===== config.mk =====
export PLATFORM = sky130hd
export DESIGN_NAME = chunked_add_sub_unit
export DESIGN_NICKNAME = d
export VERILOG_FILES = /design/src/rtl/alu_pkg.sv /design/src/rtl/cla_chunk.sv /design/src/rtl/chunked_add_sub_unit.sv
export SDC_FILE = /design/constraint.sdc
export NUM_CORES = 1
export LEC_CHECK = 0
export BUFFER_PORTS_ARGS = -buffer_cell sky130_fd_sc_hd__buf_4
export CORE_UTILIZATION = 35
export CTS_CLUSTER_SIZE = 10
export DETAILED_ROUTE_END_ITERATION = 8
export PLACE_DENSITY = 0.62
export SYNTH_ARGS = -nofsm -noshare
export SYNTH_HDL_FRONTEND = slang
export SYNTH_SLANG_ARGS = --single-unit

===== constraint.sdc =====
create_clock -name clk -period 3.8 [get_ports clk]
set_input_delay 0.57 -clock clk [delete_from_list [all_inputs] [get_ports clk]]
set_output_delay 0.57 -clock clk [all_outputs]
set_load 0.005 [all_outputs]

===== src/rtl/alu_pkg.sv =====
`default_nettype none
// +------------------------------------------------------------------------+
// | alu_pkg : state encoding, default sizes and clog2 helper for the ALU  |
// | Revision: 1.0                                                         |
// +------------------------------------------------------------------------+
package alu_pkg;

  typedef enum logic [1:0] {
    IDLE = 2'd0,
    BUSY = 2'd1,
    DONE = 2'd2
  } state_t;

  localparam int DEFAULT_WIDTH = 32;
  localparam int DEFAULT_CHUNK = 8;

  // Ceiling log2 with a floor of 1 so a single-chunk counter still has a bit.
  function automatic int clog2(input int n);
    int r;
    r = 0;
    for (int i = 0; i < 31; i++) begin
      if ((1 << i) < n) r = i + 1;
    end
    return (r < 1) ? 1 : r;
  endfunction

endpackage
`default_nettype wire


===== src/rtl/cla_chunk.sv =====
`default_nettype none
// +------------------------------------------------------------------------+
// | cla_chunk : combinational CHUNK-bit carry-lookahead adder slice       |
// | Revision: 1.0                                                         |
// +------------------------------------------------------------------------+
module cla_chunk
  import alu_pkg::*;
#(
  parameter int CHUNK = DEFAULT_CHUNK
) (
  input  logic [CHUNK-1:0] x,
  input  logic [CHUNK-1:0] y,
  input  logic             cin,
  output logic [CHUNK-1:0] s,
  output logic             cout,
  output logic             c_msb
);

  logic [CHUNK-1:0] w_g;
  logic [CHUNK-1:0] w_p;
  logic [CHUNK:0]   w_c;
  logic             w_acc;
  logic             w_pp;

  assign w_g = x & y;
  assign w_p = x ^ y;

  // Each carry is the flattened sum-of-products over all lower generate
  // terms, so no carry depends on another carry.
  always_comb begin
    w_c    = '0;
    w_c[0] = cin;
    w_acc  = 1'b0;
    w_pp   = 1'b1;
    for (int i = 0; i < CHUNK; i++) begin
      w_acc = 1'b0;
      w_pp  = 1'b1;
      for (int j = i; j >= 0; j--) begin
        w_acc = w_acc | (w_pp & w_g[j]);
        w_pp  = w_pp & w_p[j];
      end
      w_c[i+1] = w_acc | (w_pp & cin);
    end
  end

  assign s     = w_p ^ w_c[CHUNK-1:0];
  assign cout  = w_c[CHUNK];
  assign c_msb = w_c[CHUNK-1];

endmodule
`default_nettype wire


===== src/rtl/chunked_add_sub_unit.sv =====
`default_nettype none
// +------------------------------------------------------------------------+
// | chunked_add_sub_unit : multi-cycle A+B / A-B, CHUNK bits per clock    |
// | Revision: 1.0                                                         |
// +------------------------------------------------------------------------+
module chunked_add_sub_unit
  import alu_pkg::*;
#(
  parameter int WIDTH = DEFAULT_WIDTH,
  parameter int CHUNK = DEFAULT_CHUNK
) (
  input  logic             clk,
  input  logic             rst,
  input  logic             in_valid,
  output logic             in_ready,
  input  logic [WIDTH-1:0] a,
  input  logic [WIDTH-1:0] b,
  input  logic             sub,
  output logic             out_valid,
  input  logic             out_ready,
  output logic [WIDTH-1:0] sum,
  output logic             cout,
  output logic             ovf,
  output logic             zero
);

  localparam int NCHUNK = WIDTH / CHUNK;
  localparam int IDXW   = clog2(NCHUNK);

  state_t           state_q;
  logic [WIDTH-1:0] a_q;
  logic [WIDTH-1:0] b_q;
  logic [WIDTH-1:0] sum_q;
  logic [WIDTH-1:0] sum_d;
  logic             carry_q;
  logic [IDXW-1:0]  idx_q;
  logic             cout_q;
  logic             ovf_q;
  logic             zero_q;

  logic [CHUNK-1:0] w_x;
  logic [CHUNK-1:0] w_y;
  logic [CHUNK-1:0] w_s;
  logic             w_cout;
  logic             w_cmsb;
  logic             w_last;

  assign w_last = (idx_q == IDXW'(NCHUNK - 1));

  always_comb begin
    w_x = '0;
    w_y = '0;
    for (int n = 0; n < NCHUNK; n++) begin
      if (idx_q == IDXW'(n)) begin
        w_x = a_q[n*CHUNK +: CHUNK];
        w_y = b_q[n*CHUNK +: CHUNK];
      end
    end
  end

  cla_chunk #(.CHUNK(CHUNK)) u_cla (
    .x     (w_x),
    .y     (w_y),
    .cin   (carry_q),
    .s     (w_s),
    .cout  (w_cout),
    .c_msb (w_cmsb)
  );

  always_comb begin
    sum_d = sum_q;
    for (int n = 0; n < NCHUNK; n++) begin
      if (idx_q == IDXW'(n)) sum_d[n*CHUNK +: CHUNK] = w_s;
    end
  end

  // B is stored pre-inverted and the carry seeded with sub, so subtraction
  // is just A + ~B + 1 through the same adder.
  always_ff @(posedge clk or posedge rst) begin
    if (rst) begin
      state_q <= IDLE;
      a_q     <= '0;
      b_q     <= '0;
      sum_q   <= '0;
      carry_q <= 1'b0;
      idx_q   <= '0;
      cout_q  <= 1'b0;
      ovf_q   <= 1'b0;
      zero_q  <= 1'b0;
    end else begin
      case (state_q)
        IDLE: begin
          if (in_valid) begin
            a_q     <= a;
            b_q     <= b ^ {WIDTH{sub}};
            carry_q <= sub;
            sum_q   <= '0;
            idx_q   <= '0;
            state_q <= BUSY;
          end
        end
        BUSY: begin
          sum_q   <= sum_d;
          carry_q <= w_cout;
          idx_q   <= idx_q + 1'b1;
          if (w_last) begin
            cout_q  <= w_cout;
            ovf_q   <= w_cmsb ^ w_cout;
            zero_q  <= (sum_d == '0);
            idx_q   <= '0;
            state_q <= DONE;
          end
        end
        DONE: begin
          if (out_ready) state_q <= IDLE;
        end
        default: state_q <= IDLE;
      endcase
    end
  end

  assign in_ready  = (state_q == IDLE);
  assign out_valid = (state_q == DONE);
  assign sum       = sum_q;
  assign cout      = cout_q;
  assign ovf       = ovf_q;
  assign zero      = zero_q;

endmodule
`default_nettype wire

==> results_dict.tcl <==
set metrics [dict create \
    outcome "finished, final reports clean" \
    drtAntennaViolNets 0 \
    crit_slowest_cell "dfrtp_1" \
    gr-max-usage-layer "met2" \
    critPathKind "reg2reg" \
    worstPathMaxFanout 16 \
    cp_slowest_stage_delay_ns 0.43 \
    gr-total-overflow 0 \
    period_minus_slack_ns 3.43 \
    tightest_slew_ns 0.880 \
    yosysWarningCount 0 \
    startpoint "idx_q[0]" \
    n_antenna_cell 0 \
    rrSetupSlack_ns 0.37 \
    relSlewSlack_pct 41.4 \
    layout_commonest_cell "buf_4" \
    skew_ns 0.0104 \
    ys_seq_elements 104 \
    dpl.hpwl_um 9840 \
    cts_made_buffers 9 \
    drive_above_1_share_pct 24.4 \
    place_ws_ns 0.217 \
    die_w_um 124 \
    io_buffers 105 \
    required_ns 4.09 \
    drv_slew 0 \
    synth_area_per_cell_um2 9.87 \
    die_area_mm2 0.0154 \
    async_reset_ff_share_pct 100 \
    ys_types 46 \
    synth_edf_count 0 \
    setup_ws_ns 0.366 \
    final_hold_viol_count 0 \
    use_met1_pct 25.1 \
    grt_pass1_vias 4247 \
    hp-class "in2async" \
    grt_setup_unrepaired "no" \
    cts_tree "yes" \
    fmax_ghz 0.291 \
    syn_nets 611 \
    whs_ns 0.306 \
    p_leak_uw 0.00291 \
    ios 106 \
    synthCells 528 \
    clkTransAtPathRegs_ns 0.07 \
    startpoint_type "flop" \
    row_count 44 \
    worstPathArrival_ns 3.72 \
    seq_area_frac_synth_pct 50.0 \
    final_nets 699 \
    post-route-period-util_pct 90.4 \
    core_area_mm2 0.0145 \
    firstDrtPassIters 4 \
    root_buffer "clkbuf_16" \
    cp.depth 15 \
    tns_ns 0 \
    worstSkewPairLatency_ns 0.35 \
    num-fill-cells 1423 \
    cts_buffer_depth 2 \
    cp-endpoint "sum[14]" \
    maxCapViolations 0 \
    gp_congestion 0.865 \
    totalWireLength_um 13400 \
    setup_violations 0 \
    wl_per_cell_um 16.7 \
    htreeDepth 3 \
    rr_startpoint "idx_q[0]" \
    pwr_density_cell_mw_per_mm2 1010 \
    r2r_cells 15 \
    mostFrequentLayoutCells "113 x buf_4, 104 x dfrtp_1, 77 x nor2_1" \
    drc 0 \
    regToRegEndpoint "sum[14]" \
    synth_ff_type "dfrtp_1" \
    syn_area_mm2 0.00521 \
    clock_sinks 104 \
    avgViaCountPerCell 5.24 \
    worst-path-buf-inv 1 \
    cpLargestDelayFamily "compound AO/OA/AOI/OAI gates" \
    area_growth_pct 23.6 \
    vias 4211 \
    crit_chain "inv_1 > ha_2 > nand2_1 > nor2_1 > a21oi_1 > nor2_1 > a21oi_1 > o21ai_0 > ha_1 > nand2_1 > a2bb2oi_1 > a31o_1 > nand2b_1 > xnor2_1 > a32o_1" \
    drt-initial-drc-count 247 \
    grt_max_degree 75 \
    end_kind "flop" \
    die_h_um 124 \
    global_route.usage.met3_pct 4.35 \
    ir_worst_vdd_mv 0.377 \
    grt_usage_pct 18.9 \
    initial_utilization_pct 35.8 \
    grt_use_met2_pct 29.7 \
    antenna_found_initial 0 \
    grt_pass1_wl_um 21800 \
]
==> flip-flops by register name, summed over array words and instances (netlist names) <==
| name | flops |
|---|---|
| idx_q | 2 |
| ovf | 1 |
| a_q | 32 |
| zero | 1 |
| sum | 32 |
| cout | 1 |
| state_q | 2 |
| carry_q | 1 |
| b_q | 32 |
==> per-layer routing <==
layer  part of all wire (%)  up-vias
li1                       -     2017
met4                    2.8        0
met2                     46      147
met1                     44     2022
met5                      0        -
met3                    6.5       25
==> worst reg2reg max path: stages, from the launching register on <==
cell       delay (ns)
dfrtp_1          0.43
inv_1            0.10
ha_2             0.38
nand2_1          0.10
nor2_1           0.13
a21oi_1          0.06
nor2_1           0.09
a21oi_1          0.04
o21ai_0          0.34
ha_1             0.38
nand2_1          0.10
a2bb2oi_1        0.32
a31o_1           0.23
nand2b_1         0.08
xnor2_1          0.35
a32o_1           0.24
==> stage by stage <==
stage | cell area [µm²] | total power (µW) | util, % | instances
finish | 6440 | 6520 | 44.3 | 804
global route | 6440 | 7090 | 44.3 | 804
CTS | 6440 | 6540 | 44.3 | 804
detailed placement | 6170 | 5670 | 42.5 | 789
global placement | 6170 | 5550 | 42.5 | 789
floorplan | 5210 | 4490 | - | 528
==> cell type report <==
class / instances / area (µm²) / share of cell area (%)
inverters: 14 / 55.1 / 0.855
clock buffers: 12 / 246 / 3.83
flip-flops and latches: 104 / 2600 / 40.4
repair buffers: 114 / 868 / 13.5
well taps: 184 / 230 / 3.58
multi-input cells: 373 / 2420 / 37.5
clock inverters: 3 / 18.8 / 0.291
==> cell families (layout without fill, tap and decap cells) <==
kind of cell / after synthesis / in the layout / share of synthesized area, %
AOI/OAI and AO/OA: 146 / 146 / 17.7
buffers and inverters: 51 / 143 / 3.75
DFF: 104 / 104 / 50.0
muxes: 33 / 33 / 7.11
xor gates and xnor gates: 36 / 36 / 6.05
and+or+nand+nor: 144 / 144 / 11.9
adders and majority gates: 14 / 14 / 3.51
==> cells in the mapped netlist (all sizes together), types with 3 or more instances <==
master / count / area share (%)
a41oi: 3 / 0.50
a32o: 4 / 0.77
nand2b: 4 / 0.48
dfrtp: 104 / 50
ha: 13 / 3.1
or4: 3 / 0.50
buf: 13 / 1.0
nand3: 3 / 0.29
mux2: 32 / 6.9
nor2: 77 / 5.5
a21oi: 73 / 7.0
xnor2: 35 / 5.9
clkbuf: 24 / 1.7
o21ai: 21 / 2.0
inv: 14 / 1.0
and2: 4 / 0.48
nand2: 42 / 3.0
a22o: 27 / 4.6
nor4: 4 / 0.72
==> what timing repair did <==
| action | CTS | global route |
|---|---|---|
| setup buffers | 0 | 0 |
| setup endpoints to repair | 0 | 11 |
| gates resized for setup | 0 | 1 |
| hold buffers | 0 | 0 |
| endpoints found under the hold margin | 0 | 0 |
==> report_power, final <==
part	switching, µW	internal [µW]
sequential	349	1620
combinational	2130	1560
clock	394	458
==> worst min path at each step <==
stage | startpoint | to | cells past startpoint
6_report | rst | sum[17] | 2
5_1_grt | rst | sum[17] | 2
4_1_cts | rst | sum[5] | 2
3_5_place_dp | a_q[15] | a_q[15] | 1
3_3_place_gp | a_q[15] | a_q[15] | 1
2_1_floorplan | a_q[18] | a_q[18] | 1
Power figures use the tool's default switching activity.
